--- config.mk ---
export PLATFORM = sky130hd
export DESIGN_NAME = mem_arbiter
export DESIGN_NICKNAME = d
export VERILOG_FILES = /design/src/rtl/mem_pkg.sv /design/src/rtl/sync2.sv /design/src/rtl/mem_arbiter.sv
export SDC_FILE = /design/constraint.sdc
export NUM_CORES = 1
export LEC_CHECK = 0
export ABC_AREA = 1
export CAP_MARGIN = 25
export CORE_UTILIZATION = 30
export CTS_BUF_LIST = sky130_fd_sc_hd__clkbuf_4 sky130_fd_sc_hd__clkbuf_8 sky130_fd_sc_hd__clkbuf_16
export DETAILED_ROUTE_END_ITERATION = 8
export DONT_BUFFER_PORTS = 1
export PLACE_DENSITY_LB_ADDON = 0.1
export SYNTH_ARGS = -nofsm -noshare
export SYNTH_HDL_FRONTEND = slang
export SYNTH_SLANG_ARGS = --single-unit
--- constraint.sdc ---
create_clock -name clk -period 5.5 [get_ports clk]
set_input_delay 1.375 -clock clk [delete_from_list [all_inputs] [get_ports clk]]
set_output_delay 1.375 -clock clk [all_outputs]
set_load 0.05 [all_outputs]
--- src/rtl/mem_pkg.sv ---
// Shared definitions for the memory arbiter: FSM states, memory read/write
// polarity and the default MFC timeout.
// Latency: n/a (package). Backpressure: n/a.
package mem_pkg;

  typedef enum logic [2:0] {
    S_IDLE     = 3'd0,
    S_SETUP    = 3'd1,
    S_STROBE   = 3'd2,
    S_WAIT_MFC = 3'd3,
    S_RELEASE  = 3'd4
  } state_t;

  // Polarity of the memory's rw line.
  localparam logic MEM_READ  = 1'b1;
  localparam logic MEM_WRITE = 1'b0;

  // Cycles allowed for each MFC edge before giving up.
  localparam int DEFAULT_TIMEOUT = 64;

endpackage

--- src/rtl/sync2.sv ---
// Two-flop synchronizer for a single asynchronous level into the clk domain.
// Latency: 2 clk cycles. Backpressure: none, the level is sampled every cycle.
// Ports: clk, rst (async active-high), d (async input), q (synchronized output).
module sync2 (
  input  logic clk,
  input  logic rst,
  input  logic d,
  output logic q
);

  logic meta;

  always_ff @(posedge clk or posedge rst) begin
    if (rst) begin
      meta <= 1'b0;
      q    <= 1'b0;
    end else begin
      meta <= d;
      q    <= meta;
    end
  end

endmodule

--- src/rtl/mem_arbiter.sv ---
// Round-robin arbiter between a fetch port and a data port sharing one
// asynchronous en/MFC memory. Latency: 6 cycles request->ack when MFC answers
// within a cycle of en. Backpressure: one transaction in flight; a requester
// holds req until its one-cycle ack, the other port waits in IDLE.
// Ports: f_* fetch request/ack/rdata, d_* data request/ack/rdata,
//        mem_* memory strobe/bus/MFC, busy = FSM not in IDLE.
module mem_arbiter
  import mem_pkg::*;
#(
  parameter int ADDR_W  = 16,
  parameter int DATA_W  = 16,
  parameter int TIMEOUT = DEFAULT_TIMEOUT
) (
  input  logic              clk,
  input  logic              rst,
  input  logic              f_req,
  input  logic [ADDR_W-1:0] f_addr,
  output logic              f_ack,
  output logic              f_err,
  output logic [DATA_W-1:0] f_rdata,
  input  logic              d_req,
  input  logic              d_we,
  input  logic [ADDR_W-1:0] d_addr,
  input  logic [DATA_W-1:0] d_wdata,
  output logic              d_ack,
  output logic              d_err,
  output logic [DATA_W-1:0] d_rdata,
  output logic              mem_en,
  output logic              mem_rw,
  output logic [ADDR_W-1:0] mem_addr,
  output logic [DATA_W-1:0] mem_wdata,
  input  logic [DATA_W-1:0] mem_rdata,
  input  logic              mem_mfc,
  output logic              busy
);

  localparam int              CNT_W   = $clog2(TIMEOUT);
  localparam logic [CNT_W-1:0] CNT_MAX = CNT_W'(TIMEOUT - 1);

  state_t           state, state_nxt;
  logic             last_data;   // 1: data port was the most recent winner
  logic             sel_data;    // owner of the transaction in flight
  logic [CNT_W-1:0] cnt;
  logic             mfc_s;

  logic             grant, grant_data;
  logic             done_ok, done_to;
  logic             cnt_clr, cnt_inc;

  sync2 u_mfc_sync (
    .clk (clk),
    .rst (rst),
    .d   (mem_mfc),
    .q   (mfc_s)
  );

  always_ff @(posedge clk or posedge rst) begin
    if (rst) state <= S_IDLE;
    else     state <= state_nxt;
  end

  always_comb begin
    state_nxt  = state;
    grant      = 1'b0;
    done_ok    = 1'b0;
    done_to    = 1'b0;
    cnt_clr    = 1'b0;
    cnt_inc    = 1'b0;
    // Data wins when alone, or on a tie when fetch was served last.
    grant_data = d_req & (~f_req | ~last_data);
    case (state)
      S_IDLE: begin
        if (f_req | d_req) begin
          grant     = 1'b1;
          state_nxt = S_SETUP;
        end
      end
      S_SETUP: state_nxt = S_STROBE;
      S_STROBE: begin
        cnt_clr   = 1'b1;
        state_nxt = S_WAIT_MFC;
      end
      S_WAIT_MFC: begin
        // MFC is checked before the timeout so a last-cycle answer still counts.
        if (mfc_s) begin
          done_ok   = 1'b1;
          cnt_clr   = 1'b1;
          state_nxt = S_RELEASE;
        end else if (cnt == CNT_MAX) begin
          done_to   = 1'b1;
          cnt_clr   = 1'b1;
          state_nxt = S_RELEASE;
        end else begin
          cnt_inc = 1'b1;
        end
      end
      S_RELEASE: begin
        // Wait for MFC to fall so the next strobe sees a clean rising edge;
        // a stuck-high MFC is abandoned silently after TIMEOUT cycles.
        if (!mfc_s || cnt == CNT_MAX) state_nxt = S_IDLE;
        else                          cnt_inc   = 1'b1;
      end
      default: state_nxt = S_IDLE;
    endcase
  end

  always_ff @(posedge clk or posedge rst) begin
    if (rst) begin
      last_data <= 1'b1;
      sel_data  <= 1'b0;
      cnt       <= '0;
      busy      <= 1'b0;
      mem_en    <= 1'b0;
      mem_rw    <= MEM_READ;
      mem_addr  <= '0;
      mem_wdata <= '0;
      f_ack     <= 1'b0;
      f_err     <= 1'b0;
      f_rdata   <= '0;
      d_ack     <= 1'b0;
      d_err     <= 1'b0;
      d_rdata   <= '0;
    end else begin
      f_ack <= 1'b0;
      f_err <= 1'b0;
      d_ack <= 1'b0;
      d_err <= 1'b0;
      busy  <= (state_nxt != S_IDLE);

      if (cnt_clr)      cnt <= '0;
      else if (cnt_inc) cnt <= cnt + 1'b1;

      if (grant) begin
        sel_data  <= grant_data;
        last_data <= grant_data;
        if (grant_data) begin
          mem_addr  <= d_addr;
          mem_wdata <= d_wdata;
          mem_rw    <= d_we ? MEM_WRITE : MEM_READ;
        end else begin
          mem_addr  <= f_addr;
          mem_rw    <= MEM_READ;
        end
      end

      if (state == S_STROBE) mem_en <= 1'b1;

      if (done_ok || done_to) begin
        mem_en <= 1'b0;
        if (sel_data) begin
          d_ack <= 1'b1;
          d_err <= done_to;
          if (done_ok && mem_rw == MEM_READ) d_rdata <= mem_rdata;
        end else begin
          f_ack <= 1'b1;
          f_err <= done_to;
          if (done_ok) f_rdata <= mem_rdata;
        end
      end
    end
  end

endmodule
# Word level (Yosys, flattened, before mapping)
# Index checks and enable logic that the tools add are counted.
dict set report totals {
  register_bits 84
  out_inout_bits 71
}
dict set report op_classes {
  addsub 1
  eq_ne 5
  n_mux 33
  n_bitwise 6
  reduce_logical 11
}
# op count
set op_table {}
lappend op_table {{1-bit two-way mux} 23}
lappend op_table {{16-bit two-way mux} 1}
lappend op_table {{3-bit one-hot mux with 5 select lines} 1}
lappend op_table {{3-bit two-way mux} 4}
lappend op_table {{6-bit two-way mux} 2}
lappend op_table {{6-bit by 1-bit adder with 6-bit output, second input constant} 1}
lappend op_table {{3-bit by 2-bit equality test with 1-bit output, second input constant} 2}
lappend op_table {{6-bit equality test, second input constant} 1}
lappend op_table {{3-bit AND reduction} 2}
lappend op_table {{1-bit one-hot mux with 2 select lines} 2}
lappend op_table {{2-bit nonzero test} 2}
lappend op_table {{3-bit by 1-bit equality test with 1-bit output, second input constant} 1}
lappend op_table {{3-bit equality test, second input constant} 1}
lappend op_table {{3-bit logical NOT} 1}
lappend op_table {{1-bit inverter} 3}
lappend op_table {{3-bit nonzero test} 1}
lappend op_table {{1-bit logical OR} 2}
lappend op_table {{1-bit bitwise OR} 2}
lappend op_table {{2-bit AND reduction} 1}
lappend op_table {{1-bit bitwise AND} 1}
lappend op_table {{1-bit logical AND} 1}
lappend op_table {{1-bit logical NOT} 1}

# Logic depth before layout (Yosys ltp)
# Gate-level depths: netlist of the first run.
dict set report depth {
  ltp_word 6
  ltp_mapped 9
}

# Modules after synthesis
# A second synthesis of the first run with hierarchy kept.
dict set report unflattened {
  hier_cells 383
  hier_area_um2 3489.6
}
# mod n_inst cells_each area_each_um2
set by_module_without_submodules {}
lappend by_module_without_submodules {mem_arbiter 1 380 3435.8}
lappend by_module_without_submodules {sync2 1 3 53.8}

# Least setup slack after synthesis of the first run
# No wires, ideal clock.
dict set report synth_path {
  kind {input -> register}
  start {input f_req}
  end {register mem_wdata[0]}
  arrival_ps 2016
  setup_slack_ps 3364
  cell_stages 7
  path_cell_list {nand2_1 nand2_4 nor2_8 inv_4 buf_6 nand2_1 nand2_1}
}
dict set report synth_via {
  elab_chain_len 4
}
# element line
set synth_lines {}
lappend synth_lines {{start, declared} mem_arbiter.sv:16} ;# input logic f_req,
lappend synth_lines {{1-bit bitwise OR or 1-bit inverter (tied branches)} {mem_arbiter.sv:73, mem_arbiter.sv:70}}
lappend synth_lines {{1-bit two-way mux or 1-bit bitwise OR (tied branches)} {mem_arbiter.sv:73, mem_arbiter.sv:70}}
lappend synth_lines {{1-bit two-way mux or 1-bit bitwise AND (tied branches)} {mem_arbiter.sv:71, mem_arbiter.sv:70}}
lappend synth_lines {{2-bit AND reduction (no line) (*)} n/a}
lappend synth_lines {{end signal, assigned} mem_arbiter.sv:138} ;# mem_wdata <= d_wdata;
lappend synth_lines {{end, declared} mem_arbiter.sv:31} ;# output logic [DATA_W-1:0] mem_wdata,
# Every way passes the cells marked *; elsewhere a longest branch is shown, timed or not.
# A chain may end at the register's enable or synchronous reset.

# Worst setup path in the final report of the first run
dict set report layout_path {
  start {register mem_rw}
  end {output mem_rw}
}
# element line
set layout_rtl {}
lappend layout_rtl {{start, declared} mem_arbiter.sv:29} ;# output logic mem_rw,
lappend layout_rtl {{start signal, assigned} mem_arbiter.sv:139} ;# mem_rw <= d_we ? MEM_WRITE : MEM_READ;
# No word-level cell between the ends.

==> flow_metrics.env, run 1 <==
export IMPL_status="complete, no violations"
export IMPL_synth_edff_count=0
export IMPL_synth_cell_type_count=31
export IMPL_worst_pin_slew_ns=0.719
export IMPL_synth_cells_most_frequent="nand2_1, dfrtp_1, o21ai_0, inv_1, nor2_1"
export IMPL_grt_pass1_wl_mm=12.7
export IMPL_p_per_area_nw_per_um2=789
export IMPL_overflow=0
export IMPL_ys_warnings_count=0
export IMPL_final_setup_tns_ns=0
export IMPL_clk_latency_ns=0.34
export IMPL_slew_viol_final=0
export IMPL_synth_most_common_cell="nand2_1"
export IMPL_synth_seq_area_share_pct=60.4
export IMPL_synth_area_per_cell_um2=9.13
export IMPL_max_freq_mhz=408
export IMPL_synth_compound_area_share_pct=10.9
export IMPL_synthFlopType="dfrtp_1"
export IMPL_muxShareOfSynthArea_pct=0
export IMPL_io_buffers=0
export IMPL_synth_top_area_cell="dfrtp_1"
export IMPL_area_growth_pct=11.5
export IMPL_dp_hpwl_mm=5.51
export IMPL_fin_crit_ns=2.45
export IMPL_n_antenna_cell=0
export IMPL_end_kind="primary output"
export IMPL_vdd_ir_drop_max_v=0.000314
export IMPL_nets=452
export IMPL_vias=2479
export IMPL_viasPerCell=4.71
export IMPL_drive_gt1_share_pct=10.1
export IMPL_wl_per_cell_um=15.2
export IMPL_post_cts_setup_buffers=0
export IMPL_maxCapViolations=0
export IMPL_clock_sinks=84
export IMPL_clockBufferDepth=2
export IMPL_cp_required_ns=4.12
export IMPL_ys_ff_latch=84
export IMPL_syn_inst=382
export IMPL_rows=38
export IMPL_die_area_um2=12100
export IMPL_die_w_um=110
export IMPL_grt_max_degree=48
export IMPL_synth_simple_area_share_pct=21.7
export IMPL_antenna_found_initial=0
export IMPL_totalWireLength_mm=8.00
export IMPL_synth_adder_area_share_pct=0.359
export IMPL_netlist_area_leader_share_pct=58.9
export IMPL_cts_max_level=3
export IMPL_ys_top_cells_by_area="dfrtp_1, nand2_1, o21ai_0, inv_1, nor2_1"
export IMPL_core_um2=11100
export IMPL_relSlewSlack_pct=52.0
export IMPL_synth_nets=453
export IMPL_critPathKind="flip-flop to primary output"
export IMPL_floorplan_initialDensity_pct=31.5
export IMPL_gp_congestion=0.751
export IMPL_hold_path_class="flip-flop to flip-flop"
export IMPL_io_pins=141
export IMPL_clkTransAtPathRegs_ns=0.06
export IMPL_fillers=1138
export IMPL_drtAntennaViolNets=0
export IMPL_crit_fanout=3
export IMPL_grt_pass1_vias=2489
export IMPL_synth_area_um2=3490
export IMPL_synth_xor_area_share_pct=0.251
export IMPL_hold_buffers=0
export IMPL_die_h_um=110
export IMPL_cp_arrival_ns=1.08
export IMPL_hold_ws_ns=0.347
export IMPL_synth_async_reset_ratio_pct=100
export IMPL_finalHoldViolations=0
export IMPL_leakagePower_uw=0.00197
export IMPL_post_route_period_util_pct=44.6
export IMPL_postCtsResizedCells=0
export IMPL_cts_tree="done"
export IMPL_grt_usage_pct=14.4
export IMPL_finClkSkew_ns=0.00697
export IMPL_synth_top_family_by_area="simple AND/OR/NAND/NOR gates"
export IMPL_drt_iter0_drc=106
export IMPL_setup_viol=0
export IMPL_rsz0062_at_grt="no"
export IMPL_cts_inserted_buffers=9
export IMPL_cts_root_buf="clkbuf_16"
export IMPL_dr_pass1_iters=4
export IMPL_worstSetupStartpointType="flip-flop"
export IMPL_post_route_drc_count=0
## state kept, by name (all words and copies together) (netlist names), 3 cells and up
name       flops
mem_wdata     16
mem_addr      16
d_rdata       16
f_rdata       16
state          3
cnt            6
## per-layer routing
layer / track usage, % / up-vias / wire length (µm)
met4: 8.76 / 0 / 197
met3: 5.57 / 16 / 706
met5: 0 / - / 0
met1: 17.5 / 1158 / 3490
met2: 21.3 / 91 / 3600
li1: - / 1214 / -
## final timing paths
path	cells after the start	from	slack, ns	endpoint
min	0	u_mfc_sync.meta$_DFF_PP0_	0.35	u_mfc_sync.q$_DFF_PP0_
min in group asynchronous	1	rst	0.97	mem_wdata[9]$_DFFE_PP0P_
max reg2reg	2	mem_rw$_DFFE_PP1P_	3.61	d_rdata[4]$_DFFE_PP0P_
min reg2reg	0	u_mfc_sync.meta$_DFF_PP0_	0.35	u_mfc_sync.q$_DFF_PP0_
max	0	mem_rw$_DFFE_PP1P_	3.05	mem_rw
max in group asynchronous	2	rst	3.46	d_rdata[14]$_DFFE_PP0P_
## layout by cell type (no fill, tap or decap)
master        n
xnor2_1       1
a21oi_1       1
clkinv_2      2
dfstp_2       2
nand4_2       1
dfrtp_1      82
clkinv_4      1
inv_6         1
nor2_4        1
nand2_2       2
o21bai_1      1
buf_4         1
nand2_1     124
clkinvlp_4    1
o21bai_2      1
inv_4         1
nand3_2       3
ha_1          1
o21ai_0      51
inv_2         5
bufinv_16     1
nand3_1      11
nor2_8        1
nor2_1       27
clkbuf_4      1
nor2_2        1
o21ai_1      14
o21ai_4       1
a21oi_2       1
clkbuf_8      1
clkbuf_16     9
nand4_1       4
nor3_1        1
nand2_4       1
a22oi_1       1
inv_1        28
## area by class of cell
cell class,count,area [µm²],share of cell area (%)
Sequential cell,84,2100,54.1
Multi-Input combinational cell,250,1160,29.8
Clock buffer,11,246,6.34
Tap cell,140,175,4.51
Inverter,35,135,3.48
Clock inverter,5,60.1,1.54
Timing Repair Buffer,1,7.51,0.193
## cells by family (layout without fill, tap and decap cells)
| logic type | after synthesis | count (layout) |
|---|---|---|
| AO/OA/AOI/OAI | 71 | 71 |
| XOR/XNOR | 1 | 1 |
| adder cells (fa/ha/maj) | 1 | 1 |
| buffers and inverters | 48 | 52 |
| flip-flops | 84 | 84 |
| AND/OR/NAND/NOR | 177 | 177 |
## through the flow
stage	utilization (%)	instances	power (µW)	setup WS, ns	instance area, µm²
after floorplan	-	382	2330	1.96	3490
after CTS	35.1	526	3120	3.02	3890
after detailed placement	32.3	510	2490	2.88	3580
after global placement	32.3	510	2470	2.94	3580
final	35.1	526	3070	3.05	3890
after global routing	35.1	526	3260	3.01	3890
## power breakdown
| group | internal, µW | switching, µW |
|---|---|---|
| logic | 174 | 326 |
| clock network | 371 | 245 |
| registers | 878 | 1070 |
No activity file was read; power rests on OpenSTA's default activity.
==> run 2: changes to the inputs <==
Clock period 5.5 ns to 2.45 ns, I/O delays scaled along.
==> flow_metrics.env, run 2 (same netlist as run 1, synthesis figures left out) <==
export IMPL_antenna_found_initial=0
export IMPL_clkTransAtPathRegs_ns=0.06
export IMPL_finalHoldViolations=0
export IMPL_final_setup_tns_ns=0
export IMPL_io_buffers=0
export IMPL_crit_fanout=3
export IMPL_rsz0062_at_grt="no"
export IMPL_end_kind="primary output"
export IMPL_cp_arrival_ns=1.09
export IMPL_nets=455
export IMPL_reg2reg_depth=5
export IMPL_r2r_start="state[2]$_DFF_PP0_"
export IMPL_totalWireLength_mm=7.90
export IMPL_postCtsResizedCells=0
export IMPL_clockBufferDepth=2
export IMPL_fin_crit_ns=1.70
export IMPL_ff2ff_setup_slack_ns=0.86
export IMPL_die_w_um=110
export IMPL_grt_usage_pct=14.0
export IMPL_dp_hpwl_mm=5.47
export IMPL_leakagePower_uw=0.00196
export IMPL_p_per_area_nw_per_um2=1730
export IMPL_dr_pass1_iters=4
export IMPL_worstSetupStartpointType="flip-flop"
export IMPL_clock_sinks=84
export IMPL_cts_tree="done"
export IMPL_max_freq_mhz=589
export IMPL_grt_max_degree=45
export IMPL_gp_congestion=0.693
export IMPL_hold_buffers=0
export IMPL_slew_viol_final=0
export IMPL_overflow=0
export IMPL_viasPerCell=4.63
export IMPL_io_pins=141
export IMPL_setup_viol=0
export IMPL_status="complete, no violations"
export IMPL_most_common_layout_cells="nand2_1, dfrtp_1, o21ai_0"
export IMPL_hold_ws_ns=0.111
export IMPL_post_route_drc_count=0
export IMPL_area_growth_pct=11.5
export IMPL_worst_pin_slew_ns=0.538
export IMPL_drtAntennaViolNets=0
export IMPL_hold_path_class="primary input to asynchronous set/reset pin"
export IMPL_grt_pass1_wl_mm=12.6
export IMPL_post_cts_setup_buffers=0
export IMPL_cts_inserted_buffers=9
export IMPL_rows=38
export IMPL_reg2reg_to="f_rdata[10]$_DFFE_PP0P_"
export IMPL_cp_required_ns=1.84
export IMPL_drt_iter0_drc=84
export IMPL_grt_pass1_vias=2416
export IMPL_post_route_period_util_pct=69.3
export IMPL_final_common_cell="nand2_1"
export IMPL_vdd_ir_drop_max_v=0.000765
export IMPL_die_h_um=110
export IMPL_core_um2=11100
export IMPL_n_antenna_cell=0
export IMPL_cts_max_level=3
export IMPL_drive_gt1_share_pct=10.8
export IMPL_finClkSkew_ns=0.00596
export IMPL_floorplan_initialDensity_pct=31.5
export IMPL_wl_per_cell_um=14.9
export IMPL_maxCapViolations=0
export IMPL_relSlewSlack_pct=64.1
export IMPL_clk_latency_ns=0.34
export IMPL_vias=2448
export IMPL_critPathKind="flip-flop to primary output"
export IMPL_cts_root_buf="clkbuf_16"
export IMPL_die_area_um2=12100
run 2: how the worst max path moves through the flow:
stage                             from                         to  slack [ns]  cells after the start
global route        state[2]$_DFF_PP0_     f_rdata[7]$_DFFE_PP0P_        0.63                      5
CTS                 mem_rw$_DFFE_PP1P_                     mem_rw        0.73                      0
global placement                 f_req   mem_wdata[8]$_DFFE_PP0P_        0.81                      6
finish              mem_rw$_DFFE_PP1P_                     mem_rw        0.75                      0
floorplan                          rst             busy$_DFF_PP0_        0.87                      1
detailed placement               f_req  mem_wdata[11]$_DFFE_PP0P_        0.80                      6
run 2: power breakdown:
part	switching, µW	leakage (µW)	internal (µW)
clock	561	0.000131	680
combinational	725	0.000798	404
sequential	2400	0.00103	1970
run 2: final cells by class:
type / instances / area (µm²)
timing repair buffer: 4 / 42.5
clock inverter: 7 / 43.8
multi-input combinational: 250 / 1160
sequential: 84 / 2100
tap: 140 / 175
fill: 1169 / 7190
inverter: 35 / 138
clock buffer: 9 / 225
run 2: metrics by stage:
stage | utilization [%] | setup WS [ns] | cells | cell area, µm² | total power (µW)
final | 35.1 | 0.751 | 529 | 3890 | 6740
after global routing | 35.1 | 0.629 | 529 | 3890 | 7160
after CTS | 35.1 | 0.730 | 529 | 3890 | 6850
after detailed placement | 32.7 | 0.801 | 513 | 3620 | 5580
after global placement | 32.7 | 0.815 | 513 | 3620 | 5550
after floorplan | - | 0.873 | 382 | 3490 | 5240
run 2: routing by layer:
layer / vias to the layer above / share of wire, % / global-route usage (%)
met1: 1129 / 44 / 17.4
met2: 95 / 44 / 20.0
li1: 1215 / - / -
met4: 0 / 1.4 / 5.52
met5: - / 0 / 0
met3: 9 / 9.8 / 7.94
==> run 3: changes to the inputs <==
Clock period 2.45 ns to 1.5 ns, I/O delays scaled along.
==> flow_metrics.env, run 3 (same netlist as run 1, synthesis figures left out) <==
export IMPL_finClkSkew_ns=0.00460
export IMPL_post_route_util_pct=36.3
export IMPL_grt_pass1_vias=2377
export IMPL_totalWireLength_mm=8.08
export IMPL_hold_path_class="primary input to asynchronous set/reset pin"
export IMPL_end_kind="primary output"
export IMPL_internal_power_uw=5390
export IMPL_crit_fanout=3
export IMPL_grt_max_degree=85
export IMPL_final_setup_tns_ns=0
export IMPL_floorplan_initialDensity_pct=31.5
export IMPL_critPathTopFamily="flip-flops"
export IMPL_gp_congestion=0.761
export IMPL_dr_pass1_iters=4
export IMPL_met3_length_um=680
export IMPL_power_uw=11400
export IMPL_worstSetupStartpointType="flip-flop"
export IMPL_seq_power_share_pct=62.0
export IMPL_p_switching_uw=6030
export IMPL_cts_tree="done"
export IMPL_cts_max_level=3
export IMPL_grt_usage_pct=13.8
export IMPL_fillers=1160
export IMPL_maxCapViolations=0
export IMPL_status="complete, no violations"
export IMPL_rows=38
export IMPL_seq_area_um2=2100
export IMPL_crit_buf_inv=1
export IMPL_clk_latency_ns=0.33
export IMPL_max_freq_mhz=688
export IMPL_grt_pass1_wl_mm=12.3
export IMPL_critPathKind="flip-flop to primary output"
export IMPL_clock_power_share_pct=19.8
export IMPL_clkTransAtPathRegs_ns=0.06
export IMPL_dp_hpwl_mm=5.56
export IMPL_core_um2=11100
export IMPL_most_common_layout_cells="nand2_1, dfrtp_1, o21ai_0"
export IMPL_multi_input_area_um2=1180
export IMPL_slew_viol_final=0
export IMPL_die_area_um2=12100
export IMPL_switching_share_pct=52.8
export IMPL_crit_slowest_cell="dfstp_2"
export IMPL_clock_sinks=84
export IMPL_rsz0062_at_grt="no"
export IMPL_cp_required_ns=1.12
export IMPL_drive_gt1_share_pct=13.4
export IMPL_io_buffers=0
export IMPL_post_route_period_util_pct=97.0
export IMPL_relSlewSlack_pct=65.4
export IMPL_cp_arrival_ns=1.08
export IMPL_route_met2_wl_mm=3.58
export IMPL_setup_viol=0
export IMPL_viasPerCell=4.68
export IMPL_final_common_cell="nand2_1"
export IMPL_n_antenna_cell=0
export IMPL_cts_inserted_buffers=9
export IMPL_wl_per_cell_um=15.1
export IMPL_die_h_um=110
export IMPL_drt_iter0_drc=107
export IMPL_path_cells="buf_6"
export IMPL_post_cts_setup_buffers=0
export IMPL_vdd_ir_drop_max_v=0.00109
export IMPL_leakagePower_uw=0.00202
export IMPL_fin_crit_ns=1.45
export IMPL_io_pins=141
export IMPL_slowest_delay_ns=0.57
export IMPL_die_w_um=110
export IMPL_vias=2508
export IMPL_clockBufferDepth=2
export IMPL_hold_ws_ns=0.0120
export IMPL_finalHoldViolations=0
export IMPL_topRoutingLayerUsed="met4"
export IMPL_overflow=0
export IMPL_p_comb_share_pct=18.2
export IMPL_antenna_found_initial=0
export IMPL_drtAntennaViolNets=0
export IMPL_nets=462
export IMPL_cts_root_buf="clkbuf_16"
export IMPL_post_route_drc_count=0
export IMPL_area_growth_pct=15.4
export IMPL_p_per_area_nw_per_um2=2840
export IMPL_worst_pin_slew_ns=0.519
export IMPL_drt_met1_wl_mm=3.64
==> run 3: cell types whose count changed in the layout (fill, tap and decap cells not counted), sizes merged <==
cell	previous run	this run
clkinv	5	2
clkinvlp	3	2
clkbuf	9	12
buf	4	11
bufinv	0	1
==> run 3: stage by stage <==
stage          cell area [µm²]  instances  setup slack (ns)
6_report                  4020        536            0.0455
5_1_grt                   4020        536           0.00130
4_1_cts                   4000        536           0.00862
3_5_place_dp              3680        520            0.0293
3_3_place_gp              3680        520            0.0590
2_1_floorplan             3490        382             0.161
==> run 3: per-layer routing <==
metal / up-vias / global-route usage (%)
li1: 1233 / -
met1: 1166 / 17.8
met2: 95 / 19.6
met3: 14 / 5.51
met4: 0 / 7.62
met5: - / 0
==> run 3: power by group through the flow <==
stage | clock [µW] | combinational (µW) | sequential (µW)
2_1_floorplan | 0 | 1610 | 6940
3_3_place_gp | 0 | 2010 | 7150
3_5_place_dp | 0 | 2100 | 7140
4_1_cts | 2350 | 2090 | 7110
5_1_grt | 2430 | 2450 | 7230
6_report | 2260 | 2080 | 7080
==> run 3: worst paths after layout <==
check / from / to / slack (ns) / cells after the start
worst max-delay path: mem_rw$_DFFE_PP1P_ / mem_rw / 0.05 / 1
worst min-delay path: rst / mem_wdata[12]$_DFFE_PP0P_ / 0.01 / 2
worst max register to register: cnt[0]$_DFFE_PP0P_ / busy$_DFF_PP0_ / 0.13 / 8
worst min register to register: u_mfc_sync.meta$_DFF_PP0_ / u_mfc_sync.q$_DFF_PP0_ / 0.35 / 0
max in group asynchronous: rst / last_data$_DFFE_PP1P_ / 1.08 / 2
min in group clk: mem_mfc / u_mfc_sync.meta$_DFF_PP0_ / 0.07 / 0
==> run 3: layout make-up <==
cell class | count | area share (%)
Sequential cell | 84 | 52.3
Clock buffer | 12 | 6.47
Clock inverter | 4 | 1.18
Multi-Input combinational cell | 250 | 29.2
Timing Repair Buffer | 11 | 2.86
Inverter | 35 | 3.55
Tap cell | 140 | 4.36
==> run 3: timing repair <==
item	4_1_cts	5_1_grt
resized for setup	1	9
endpoints found under the hold margin	0	0
endpoints found under the setup margin	1	21
hold buffers	0	0
pin swaps	0	1
